==> src/rtl/io_pkg.sv <==
`default_nettype none
// ============================================================================
// Module      : io_pkg
// Description : Shared definitions for the processor I/O port controller:
//               default sizes, a constant-safe clog2, the output port index
//               type and the flag vector types.
// Revision    : 1.0 - initial release
// ============================================================================
package io_pkg;

    localparam int DW_DEFAULT     = 33;  // sign + mantissa + exponent
    localparam int NUIOIN_DEFAULT = 4;
    localparam int NUIOOU_DEFAULT = 4;

    // Ceiling log2, never below 1 so that index vectors always have a bit.
    function automatic int clog2(input int n);
        int r;
        r = 0;
        for (int i = 0; i < 31; i++) begin
            if ((1 << i) < n) begin
                r = i + 1;
            end
        end
        return (r < 1) ? 1 : r;
    endfunction

    localparam int IN_IDX_W  = clog2(NUIOIN_DEFAULT);
    localparam int OUT_IDX_W = clog2(NUIOOU_DEFAULT);

    typedef logic [OUT_IDX_W-1:0]      out_port_idx_t;
    typedef logic [NUIOIN_DEFAULT-1:0] underrun_vec_t;
    typedef logic [NUIOOU_DEFAULT-1:0] overrun_vec_t;

endpackage : io_pkg
`default_nettype wire

==> src/rtl/io_port_ctrl_rr_arbiter.sv <==
`default_nettype none
// ============================================================================
// Module      : rr_arbiter
// Description : Combinational round-robin search. Grants the first requester
//               at or after the pointer, wrapping from N-1 back to 0.
// Ports       : req     - request vector
//               ptr     - index where the search starts (must be < N)
//               gnt     - one-hot grant
//               gnt_idx - index of the granted requester
//               gnt_any - at least one request was present
// Revision    : 1.0 - initial release
// ============================================================================
module rr_arbiter
    import io_pkg::*;
#(
    parameter int N  = 4,
    parameter int IW = clog2(N)
) (
    input  logic [N-1:0]  req,
    input  logic [IW-1:0] ptr,
    output logic [N-1:0]  gnt,
    output logic [IW-1:0] gnt_idx,
    output logic          gnt_any
);

    // One bit wider than the index so ptr+i can be wrapped without overflow.
    logic [IW:0] w_pos;

    always_comb begin
        gnt     = '0;
        gnt_idx = '0;
        gnt_any = 1'b0;
        w_pos   = '0;
        for (int i = 0; i < N; i++) begin
            w_pos = {1'b0, ptr} + (IW+1)'(i);
            if (w_pos >= (IW+1)'(N)) begin
                w_pos = w_pos - (IW+1)'(N);
            end
            if (!gnt_any && req[w_pos[IW-1:0]]) begin
                gnt[w_pos[IW-1:0]] = 1'b1;
                gnt_idx            = w_pos[IW-1:0];
                gnt_any            = 1'b1;
            end
        end
    end

endmodule : rr_arbiter
`default_nettype wire

==> src/rtl/io_port_ctrl.sv <==
`default_nettype none
// ============================================================================
// Module      : io_port_ctrl
// Description : I/O scheduler between the processor port strobes and the
//               outside world. One holding slot per input port (filled by
//               producers via valid/ready, read by the processor with zero
//               latency) and one pending slot per output port, drained
//               round-robin into a single registered sink channel. Sticky
//               underrun/overrun flags report stale or lost data; the
//               processor side never stalls.
// Ports       : clk, rst (synchronous, active-low)
//               req_in/proc_rdata          - processor read strobe / data
//               out_en/proc_wdata          - processor write strobe / data
//               src_data/src_valid/src_ready - producer interface per port
//               snk_data/snk_port/snk_valid/snk_ready - shared sink channel
//               underrun/overrun/clr_flags - sticky status flags
// Revision    : 1.0 - initial release
// ============================================================================
module io_port_ctrl
    import io_pkg::*;
#(
    parameter int NUIOIN = NUIOIN_DEFAULT,
    parameter int NUIOOU = NUIOOU_DEFAULT,
    parameter int DW     = DW_DEFAULT
) (
    input  logic                      clk,
    input  logic                      rst,
    input  logic [NUIOIN-1:0]         req_in,
    output logic [DW-1:0]             proc_rdata,
    input  logic [NUIOOU-1:0]         out_en,
    input  logic [DW-1:0]             proc_wdata,
    input  logic [NUIOIN*DW-1:0]      src_data,
    input  logic [NUIOIN-1:0]         src_valid,
    output logic [NUIOIN-1:0]         src_ready,
    output logic [DW-1:0]             snk_data,
    output logic [clog2(NUIOOU)-1:0]  snk_port,
    output logic                      snk_valid,
    input  logic                      snk_ready,
    output logic [NUIOIN-1:0]         underrun,
    output logic [NUIOOU-1:0]         overrun,
    input  logic                      clr_flags
);

    localparam int c_OIW = clog2(NUIOOU);

    // ------------------------------------------------------------------
    // State
    // ------------------------------------------------------------------
    logic [DW-1:0]     r_slot_data [NUIOIN];
    logic [NUIOIN-1:0] r_full;
    logic [DW-1:0]     r_odata [NUIOOU];
    logic [NUIOOU-1:0] r_pend;
    logic [DW-1:0]     r_snk_data;
    logic [c_OIW-1:0]  r_snk_port;
    logic              r_snk_valid;
    logic [c_OIW-1:0]  r_ptr;
    logic [NUIOIN-1:0] r_underrun;
    logic [NUIOOU-1:0] r_overrun;

    // ------------------------------------------------------------------
    // Input side
    // ------------------------------------------------------------------
    logic [NUIOIN-1:0] w_rd_sel;
    logic [NUIOIN-1:0] w_load;
    logic [NUIOIN-1:0] w_under_set;

    // Isolate the lowest set strobe bit; extra bits of an illegal
    // multi-hot strobe are ignored entirely.
    assign w_rd_sel    = req_in & (~req_in + NUIOIN'(1));
    assign w_load      = src_valid & ~r_full;
    assign w_under_set = w_rd_sel & ~r_full;

    always_comb begin
        proc_rdata = '0;
        for (int k = 0; k < NUIOIN; k++) begin
            if (w_rd_sel[k]) begin
                proc_rdata = r_slot_data[k];
            end
        end
    end

    // A load can only happen into an empty slot, so "load" and "read of a
    // full slot" never coincide; a read of an empty slot that is loaded in
    // the same cycle leaves the slot full.
    always_ff @(posedge clk) begin
        if (!rst) begin
            r_full <= '0;
            for (int k = 0; k < NUIOIN; k++) begin
                r_slot_data[k] <= '0;
            end
        end else begin
            for (int k = 0; k < NUIOIN; k++) begin
                if (w_load[k]) begin
                    r_slot_data[k] <= src_data[k*DW +: DW];
                    r_full[k]      <= 1'b1;
                end else if (w_rd_sel[k]) begin
                    r_full[k]      <= 1'b0;
                end
            end
        end
    end

    // ------------------------------------------------------------------
    // Output side and sink arbitration
    // ------------------------------------------------------------------
    logic              w_free;
    logic [NUIOOU-1:0] w_arb_gnt;
    logic [c_OIW-1:0]  w_arb_idx;
    logic              w_arb_any;
    logic [NUIOOU-1:0] w_grant;
    logic [NUIOOU-1:0] w_over_set;
    logic [c_OIW-1:0]  w_ptr_next;

    assign w_free = ~r_snk_valid | snk_ready;

    rr_arbiter #(
        .N  (NUIOOU),
        .IW (c_OIW)
    ) u_arb (
        .req     (r_pend),
        .ptr     (r_ptr),
        .gnt     (w_arb_gnt),
        .gnt_idx (w_arb_idx),
        .gnt_any (w_arb_any)
    );

    assign w_grant    = w_free ? w_arb_gnt : '0;
    // Writing a port that is being granted this cycle is not a loss: the old
    // word leaves through the sink and the new one takes its place.
    assign w_over_set = out_en & r_pend & ~w_grant;
    assign w_ptr_next = (w_arb_idx == c_OIW'(NUIOOU-1)) ? '0
                                                        : w_arb_idx + c_OIW'(1);

    always_ff @(posedge clk) begin
        if (!rst) begin
            r_pend <= '0;
            for (int j = 0; j < NUIOOU; j++) begin
                r_odata[j] <= '0;
            end
        end else begin
            for (int j = 0; j < NUIOOU; j++) begin
                if (out_en[j]) begin
                    r_odata[j] <= proc_wdata;
                    r_pend[j]  <= 1'b1;
                end else if (w_grant[j]) begin
                    r_pend[j]  <= 1'b0;
                end
            end
        end
    end

    always_ff @(posedge clk) begin
        if (!rst) begin
            r_snk_data  <= '0;
            r_snk_port  <= '0;
            r_snk_valid <= 1'b0;
            r_ptr       <= '0;
        end else if (w_free) begin
            if (w_arb_any) begin
                r_snk_data  <= r_odata[w_arb_idx];
                r_snk_port  <= w_arb_idx;
                r_snk_valid <= 1'b1;
                r_ptr       <= w_ptr_next;
            end else begin
                r_snk_valid <= 1'b0;
            end
        end
    end

    // ------------------------------------------------------------------
    // Sticky flags: a set event in the clearing cycle survives the clear.
    // ------------------------------------------------------------------
    always_ff @(posedge clk) begin
        if (!rst) begin
            r_underrun <= '0;
            r_overrun  <= '0;
        end else begin
            r_underrun <= (clr_flags ? '0 : r_underrun) | w_under_set;
            r_overrun  <= (clr_flags ? '0 : r_overrun)  | w_over_set;
        end
    end

    assign src_ready = ~r_full;
    assign snk_data  = r_snk_data;
    assign snk_port  = r_snk_port;
    assign snk_valid = r_snk_valid;
    assign underrun  = r_underrun;
    assign overrun   = r_overrun;

endmodule : io_port_ctrl
`default_nettype wire

==> config.mk <==
export PLATFORM = sky130hd
export DESIGN_NAME = io_port_ctrl
export DESIGN_NICKNAME = d
export VERILOG_FILES = /design/src/rtl/io_pkg.sv /design/src/rtl/io_port_ctrl_rr_arbiter.sv /design/src/rtl/io_port_ctrl.sv
export SDC_FILE = /design/constraint.sdc
export NUM_CORES = 1
export LEC_CHECK = 0
export CORE_MARGIN = 1
export CORE_UTILIZATION = 53
export DETAILED_ROUTE_END_ITERATION = 16
export PLACE_DENSITY_LB_ADDON = 0.25
export SLEW_MARGIN = 20
export SYNTH_ARGS = -nofsm -noshare
export SYNTH_HDL_FRONTEND = slang
export SYNTH_SLANG_ARGS = --single-unit
==> constraint.sdc <==
create_clock -name clk -period 4.25 [get_ports clk]
set_input_delay 0.425 -clock clk [delete_from_list [all_inputs] [get_ports clk]]
set_output_delay 0.425 -clock clk [all_outputs]
set_load 0.005 [all_outputs]
==> out/results.ini <==
[run_status]
status = finished clean

[floorplanning]
rows = 60
die_w_um = 169
core_area_um2 = 27100
fp.dieH_um = 169
start_util = 0.544
die_area_um2 = 28500
io_pins = 262

[global_route]
grt_pass1_wl_mm = 58.4
grt_overflow = 0
grt_pass1_vias = 10541
grt_start_max_net_pins = 89
grt.total_usage = 0.267
antenna_found_initial = 1

[setup_path]
critPathRequiredTime_ns = 4.66
cp-end-kind = flop
reg2reg_from = r_ptr[0]
worstPathArrival_ns = 3.97
startpoint = r_ptr[0]
path_class = reg2reg
worstPathMaxFanout = 24
start_kind = flop

[timing]
timing.fmax_mhz = 281
tightest_slew_ns = 1.08
fin_crit_ns = 3.56
final-max-slew-violation-count = 0
hold_violations = 0
rsz0062_at_grt = no
final.setup.tns_ns = 0
skew_ns = 0.0126
final.period_utilization = 0.839
slew_headroom = 0.282
setup_viol = 0

[clocking]
cts_tree = built
cts_setup_buffers = 0
ctsHtreeMaxLevel = 2
clock_path_buffers = 3
clk_pin_slew_ns = 0.06
root_buffer = clkbuf_16
worstSkewPairLatency_ns = 0.51
cts_buffers = 34
cts.repair.resized = 0
cts_hold_buf = 0
cts_sinks = 318

[power]
power.density_nw_per_um2 = 518
swShare = 0.307
internal_power_mw = 6.72
p_switching_mw = 2.98
p_comb_frac = 0.304
power_frac_seq = 0.405
clkPwrFrac = 0.291
ir_worst_vdd_mv = 0.316
total_power_mw = 9.70
leakage_nw = 7.29

[logic_synthesis]
synthesis.nets = 1374
synth_async_sr_flop_share = 0
ys_ff_latch = 318
yosys_warnings = 0
synthFlopType = edfxtp_1
avgSynthCellArea_um2 = 12.4
ys_seq_area_frac = 0.611
synthCells = 1185
synthDistinctLibCells = 55
netlist_area_um2 = 14700
synth-edff-count = 264

[hold_path]
min_path_type = reg2reg
hp-start = overrun[3]

[run]
max_cap_viol_count = 0

[cells_and_area]
nets = 1605
final_common_cell = edfxtp_1
drive_above_1_share = 0.106
area_growth_pct = 27.2
layout_common_cells = 264 x edfxtp_1, 259 x clkdlybuf4s50_1, 137 x and2_1

[drt]
ant_nets = 0
wirelength_mm = 38.6
wl_per_cell_um = 21.3
vias = 10577
vias_per_cell = 5.84
drtPass1Iterations = 6
drc = 0
drtIter0Drc = 853

[placed_design]
hpwl_mm = 25.0
portBuffers = 261
gp_congestion = 0.867

## layout make-up
class                   count  area (µm²)
clock buffers              44         920
inverters                  16        60.1
multi-input cells         748        5230
flip-flops and latches    318        9010
well taps                 372         465
diodes                      1        2.50
repair buffers            298        2930
clock inverters            13         126
fillers                  1926        8360
## registers in the layout, summed over array words and instances, names as in the netlist
| name | flops |
|---|---|
| r_slot_data | 132 |
| snk_port | 2 |
| overrun | 4 |
| r_pend | 4 |
| r_full | 4 |
| snk_valid | 1 |
| r_ptr | 2 |
| underrun | 4 |
| snk_data | 33 |
| r_odata | 132 |
## power by group through the flow
| stage | Combinational [mW] | Clock [mW] | Sequential (mW) |
|---|---|---|---|
| floorplan | 1.99 | 0 | 3.93 |
| global placement | 2.86 | 0 | 3.98 |
| detailed placement | 2.93 | 0 | 3.99 |
| CTS | 2.95 | 2.86 | 3.93 |
| global route | 3.17 | 2.98 | 3.96 |
| finish | 2.95 | 2.82 | 3.93 |
## routing by layer
metal	GRT usage	part of all wire
met5	0	0
met4	0.0972	0.026
met3	0.0594	0.077
met2	0.446	0.49
met1	0.342	0.40
## cells in the mapped netlist (all sizes together) (4+ instances only)
master / n / share of area
a21boi: 4 / 0.0020
a21oi: 20 / 0.0068
a22oi: 66 / 0.034
a32o: 4 / 0.0027
and2: 138 / 0.059
and3: 136 / 0.058
buf: 24 / 0.012
clkbuf: 79 / 0.020
dfxtp: 54 / 0.073
edfxtp: 264 / 0.54
ha: 8 / 0.0068
inv: 15 / 0.0038
mux2: 23 / 0.018
mux2i: 62 / 0.042
mux4: 4 / 0.0061
nand2: 46 / 0.012
nand2b: 6 / 0.0027
nand3b: 4 / 0.0020
nor2: 45 / 0.012
nor2b: 11 / 0.0047
o21ai: 84 / 0.029
o221ai: 44 / 0.034
o22ai: 4 / 0.0017
or3: 13 / 0.0055
## logic make-up after synthesis
group	share of synthesized area
AOI/OAI and AO/OA	0.118
DFF	0.611
buffers and inverters	0.0366
adders and majority gates	0.00679
and+or+nand+nor	0.162
muxes	0.0658
## stage by stage
step / instances / setup WS, ns / utilization / hold slack [ns] / cell area [µm²]
finish: 1810 / 0.686 / 0.692 / 0.437 / 18700
global route: 1810 / 0.462 / 0.692 / 0.454 / 18700
CTS: 1809 / 0.701 / 0.691 / 0.441 / 18700
detailed placement: 1752 / 0.713 / 0.653 / 0.433 / 17700
global placement: 1751 / 0.852 / 0.652 / 0.434 / 17700
floorplan: 1185 / 0.980 / - / 0.435 / 14700
## final timing paths
path	end	slack, ns	cells past startpoint
worst max-delay path	snk_data[11]	0.69	9
worst min-delay path	overrun[3]	0.44	2
worst max register to register	snk_data[11]	0.69	9
worst min register to register	overrun[3]	0.44	2
## worst max-delay path, stage by stage (launching register included)
cell	delay, ns
dfxtp_4	0.46
clkinv_1	0.12
ha_1	0.44
mux4_2	0.58
buf_4	0.23
a211o_1	0.27
o211ai_2	0.18
and2_4	0.29
nand2_2	0.48
o221ai_1	0.41
(Power assumes the default switching activity.)
==> RTL change 1, RTL diff (config.mk and constraints unchanged) <==
Register the output `overrun` once more, cleared by the reset; this adds one clock of latency there. The other outputs are not delayed to match.
--- a/src/rtl/io_port_ctrl.sv
+++ b/src/rtl/io_port_ctrl.sv
@@ -186,5 +186,11 @@
     assign snk_valid = r_snk_valid;
     assign underrun  = r_underrun;
-    assign overrun   = r_overrun;
+    always_ff @(posedge clk) begin
+        if (!rst) begin
+            overrun <= '0;
+        end else begin
+            overrun <= r_overrun;
+        end
+    end
 
 endmodule : io_port_ctrl
Function: changed (Yosys sat finds a counterexample within 4 cycles, from zero or initial values and one cycle with rst low).
==> RTL change 1 against the original RTL <==
Critical path depth grew 3; combinational power up 8.8%; die area is 0.83% higher; sequential cell count rose by 4; design area increased by 1.0%; critical path type unchanged; synthesized area grew 0.83%; power increased by 4.6%; highest routed layer unchanged; routed wire length is 4.5% higher; worst setup slack better by 290 ps.
==> RTL change 1: results <==
# TYPE chip_impl_metric gauge
chip_impl_metric{name="power.static_leakage",unit="nW"} 7.39
chip_impl_metric{name="detail_route.iter0.violations",unit=""} 1125
chip_impl_metric{name="netlist_instances",unit=""} 1223
chip_impl_metric{name="antenna_found_initial",unit=""} 1
chip_impl_metric{name="first_global_vias",unit=""} 11000
chip_impl_metric{name="post_synth_fa_ha_maj_area_fraction",unit="%"} 0.674
chip_impl_metric{name="worst_ir_drop_vdd",unit="V"} 0.000387
chip_impl_metric{name="critical_path_maximum_fanout",unit=""} 20
chip_impl_metric{name="compound_cell_area_share_of_the_yosys_netlist",unit="%"} 13.2
chip_impl_info{name="cts_root_buffer",value="clkbuf_16"} 1
chip_impl_metric{name="synth_seq_area_share",unit="%"} 61.2
chip_impl_info{name="leading_post_synthesis_cells_by_instance_count",value="edfxtp_1 (264), and2_1 (156), and3_1 (136)"} 1
chip_impl_metric{name="avgRoutedWirePerCell",unit="µm"} 21.7
chip_impl_metric{name="viasPerCell",unit=""} 5.97
chip_impl_metric{name="synth-seq-cells",unit=""} 322
chip_impl_metric{name="finalNetCount",unit=""} 1642
chip_impl_metric{name="fin_hold_viols",unit=""} 0
chip_impl_metric{name="place.gp.congestion",unit=""} 0.852
chip_impl_metric{name="place_inst",unit=""} 1789
chip_impl_metric{name="share_of_cells_above_drive_strength_1",unit="%"} 8.65
chip_impl_metric{name="maxSlewHeadroom",unit="%"} 33.4
chip_impl_metric{name="pin_count_of_the_biggest_net_entering_global_routing",unit=""} 83
chip_impl_metric{name="grt_first_pass_wirelength",unit="µm"} 61300
chip_impl_metric{name="synth_edf_count",unit=""} 264
chip_impl_metric{name="worst_ep_arrival_time",unit="ps"} 3740
chip_impl_metric{name="place_hpwl",unit="µm"} 25400
chip_impl_metric{name="power_switching",unit="W"} 0.00323
chip_impl_metric{name="globalRouteTotalUtil",unit="%"} 27.9
chip_impl_metric{name="placement.io_buffers",unit=""} 261
chip_impl_metric{name="synth_cell_type_count",unit=""} 60
chip_impl_metric{name="synthMuxAreaShare",unit="%"} 3.40
chip_impl_metric{name="synth.net_count",unit=""} 1412
chip_impl_info{name="run_status",value="completed"} 1
chip_impl_metric{name="postRouteWirelength",unit="µm"} 40300
chip_impl_info{name="post_synth_main_area_contributors",value="edfxtp_1 (53%), dfxtp_1 (7.8%), and2_1 (6.6%), and3_1 (5.7%), a22oi_1 (3.4%)"} 1
chip_impl_metric{name="drtPass1Iterations",unit=""} 5
chip_impl_metric{name="fin_skew",unit="ps"} 22.0
chip_impl_metric{name="ctsResizeCount",unit=""} 0
RTL change 1: changes by cell type in the layout (fill, tap and decap cells not counted), sizes merged, moves of 17 or more:
cell and change:
and2 +19, mux2 -19, mux2i -25, nand2 +25, nand2b +17, nand3 +20, nor2 -39, nor3 +17
o221ai -43
RTL change 1: power groups by stage:
| stage | logic [W] | registers, W | clock network (W) |
|---|---|---|---|
| final | 0.00321 | 0.00398 | 0.00297 |
| after global routing | 0.00346 | 0.00401 | 0.00311 |
| after CTS | 0.00320 | 0.00397 | 0.00299 |
| after detailed placement | 0.00317 | 0.00404 | 0 |
| after global placement | 0.00308 | 0.00402 | 0 |
| after floorplan | 0.00215 | 0.00399 | 0 |
RTL change 1: per-stage QoR:
step	util [%]	total power [W]	area [µm²]	setup slack [ps]	hold WS, ps
floorplan	-	0.00615	14900	479	430
finish	69.5	0.0102	18900	973	459
global placement	65.2	0.00710	17800	1120	446
detailed placement	65.3	0.00720	17800	1010	442
CTS	69.5	0.0102	18900	988	456
global route	69.5	0.0106	18900	796	458
RTL change 1: metal layers:
layer	global-route usage [%]	vias to the layer above	routed length, µm
li1	-	5057	-
met1	36.3	5411	16100
met2	46.2	504	19800
met3	5.36	93	2970
met4	10.7	0	1360
met5	0	-	0
RTL change 1: worst paths after layout:
check                           slack (ps)  depth (start not counted)          to          from
worst min-delay path                   460                          1  overrun[0]  r_overrun[0]
worst max register to register         970                         12    r_ptr[0]      r_ptr[1]
worst max-delay path                   970                         12    r_ptr[0]      r_ptr[1]
worst min register to register         460                          1  overrun[0]  r_overrun[0]
RTL change 1: logic make-up (layout without fill, tap and decap cells):
| kind of cell | count (synthesis) | count (layout) |
|---|---|---|
| mux | 45 | 45 |
| compound gates | 275 | 275 |
| simple gates | 453 | 453 |
| flops | 322 | 322 |
| other cells | 0 | 2 |
| fa+ha+maj | 8 | 8 |
| buf+inv | 120 | 376 |
RTL change 1: final cells by class:
type / instances / area [µm²]
antenna: 2 / 5.00
clock buffer: 47 / 982
tap: 372 / 465
fill: 1919 / 8310
clock inverter: 15 / 143
multi-input combinational: 781 / 5250
inverter: 13 / 48.8
sequential: 322 / 9090
timing repair buffer: 301 / 2950
RTL change 1: critical path, stage by stage (launching register included):
cell and delay [ps]:
dfxtp_1 330, inv_1 80, ha_1 410, mux4_2 540, nand2b_1 140, buf_4 250, a21oi_2 80, buf_4 230
nor2_8 390, inv_1 90, ha_1 200, nor4b_1 330, o21a_1 140
==> RTL change 2, RTL diff (same flow settings) <==
Without the edit above. Set the package constant `DW_DEFAULT` to 25 (it was 33).
--- a/src/rtl/io_pkg.sv
+++ b/src/rtl/io_pkg.sv
@@ -9,5 +9,5 @@
 package io_pkg;
 
-    localparam int DW_DEFAULT     = 33;  // sign + mantissa + exponent
+    localparam int DW_DEFAULT     = 25;  // sign + mantissa + exponent
     localparam int NUIOIN_DEFAULT = 4;
     localparam int NUIOOU_DEFAULT = 4;
Interface: changed (resized proc_rdata, proc_wdata, snk_data and src_data); port bits go from 262 to 206. No check against the original RTL was run, so the function may have changed too.
==> RTL change 2 against the original RTL <==
Via count down 29%; sequential cell count down 72; critical endpoint unchanged; design area down 25%; worst setup slack better by 52 ps; largest power group unchanged; die area down 26%; power down 25%; routed wire length down 29%; highest routed layer is now met5; first-iteration DRC count down 48%; synthesized area down 26%.
==> RTL change 2: results <==
# TYPE chip_impl_metric gauge
chip_impl_info{name="run_status",value="completed"} 1
chip_impl_metric{name="share_of_cells_above_drive_strength_1",unit="%"} 10.0
chip_impl_metric{name="routed-wl-met3",unit="µm"} 2070
chip_impl_metric{name="switching_share",unit="%"} 28.4
chip_impl_info{name="top_layer_in_use",value="met5"} 1
chip_impl_metric{name="detail_route.iter0.violations",unit=""} 445
chip_impl_metric{name="critical_path_maximum_fanout",unit=""} 31
chip_impl_metric{name="synth_cell_type_count",unit=""} 46
chip_impl_metric{name="power.static_leakage",unit="nW"} 5.53
chip_impl_metric{name="h-tree-depth",unit=""} 1
chip_impl_metric{name="routed-wl-met2",unit="µm"} 13900
chip_impl_metric{name="slowest_delay",unit="ps"} 630
chip_impl_metric{name="globalRouteTotalUtil",unit="%"} 25.8
chip_impl_metric{name="pin_count_of_the_biggest_net_entering_global_routing",unit=""} 90
chip_impl_metric{name="fill_cells",unit=""} 1456
chip_impl_metric{name="synth_seq_area_share",unit="%"} 63.5
chip_impl_metric{name="route.layer.met1.wl",unit="µm"} 10600
chip_impl_metric{name="tightestPinTransition",unit="ps"} 1010
chip_impl_metric{name="place_hpwl",unit="µm"} 17500
chip_impl_metric{name="number_of_cts_inserted_buffers",unit=""} 24
chip_impl_metric{name="synth_edf_count",unit=""} 200
chip_impl_metric{name="worst_ir_drop_vdd",unit="V"} 0.000432
chip_impl_info{name="leading_post_synthesis_cells_by_instance_count",value="edfxtp_1 (200), and2_1 (104), and3_1 (104)"} 1
chip_impl_metric{name="finalNetCount",unit=""} 1170
chip_impl_metric{name="synth.net_count",unit=""} 975
chip_impl_metric{name="dp_worst_setup_slack",unit="ps"} 746
chip_impl_metric{name="postRouteWirelength",unit="µm"} 27300
chip_impl_info{name="cpLargestDelayFamily",value="multiplexers"} 1
[RTL change 2: power by group through the flow]
| stage | Combinational, W | Sequential (W) | Clock [W] |
|---|---|---|---|
| 2_1_floorplan | 0.00143 | 0.00309 | 0 |
| 3_3_place_gp | 0.00202 | 0.00313 | 0 |
| 3_5_place_dp | 0.00207 | 0.00313 | 0 |
| 4_1_cts | 0.00208 | 0.00309 | 0.00216 |
| 5_1_grt | 0.00223 | 0.00312 | 0.00225 |
| 6_report | 0.00207 | 0.00309 | 0.00213 |
[RTL change 2: final timing paths]
kind                   start      endpoint  slack [ps]  cells past startpoint
hold / removal           rst  snk_data[20]         440                      3
hold reg to reg   overrun[3]    overrun[3]         450                      2
setup / recovery    r_ptr[1]  snk_data[11]         740                      9
setup reg to reg    r_ptr[1]  snk_data[11]         740                      9
[RTL change 2: kinds of logic after synthesis]
kind of cell	synth area share, %
buf+inv	3.44
fa+ha+maj	0.918
compound gates	10.7
simple gates	16.1
flops	63.5
mux	5.29
[RTL change 2: stage by stage]
step | instance area [µm²] | util [%]
final | 14000 | 69.6
after global routing | 14000 | 69.6
after floorplan | 10900 | -
after detailed placement | 13200 | 65.7
after global placement | 13200 | 65.7
after CTS | 14000 | 69.6
[RTL change 2: metal layers]
| metal | GRT usage [%] | up-vias |
|---|---|---|
| met5 | 0 | - |
| met4 | 9.68 | 4 |
| met3 | 4.70 | 51 |
| met2 | 45.3 | 280 |
| met1 | 31.8 | 3709 |
| li1 | - | 3500 |
[RTL change 2: area by class of cell]
cell class / instances / share of cell area, %
Inverter: 12 / 0.321
Clock buffer: 34 / 4.77
Clock inverter: 10 / 0.856
Tap cell: 270 / 2.41
Timing Repair Buffer: 234 / 16.3
Sequential cell: 246 / 49.3
Multi-Input combinational cell: 503 / 25.9
Antenna cell: 2 / 0.0357
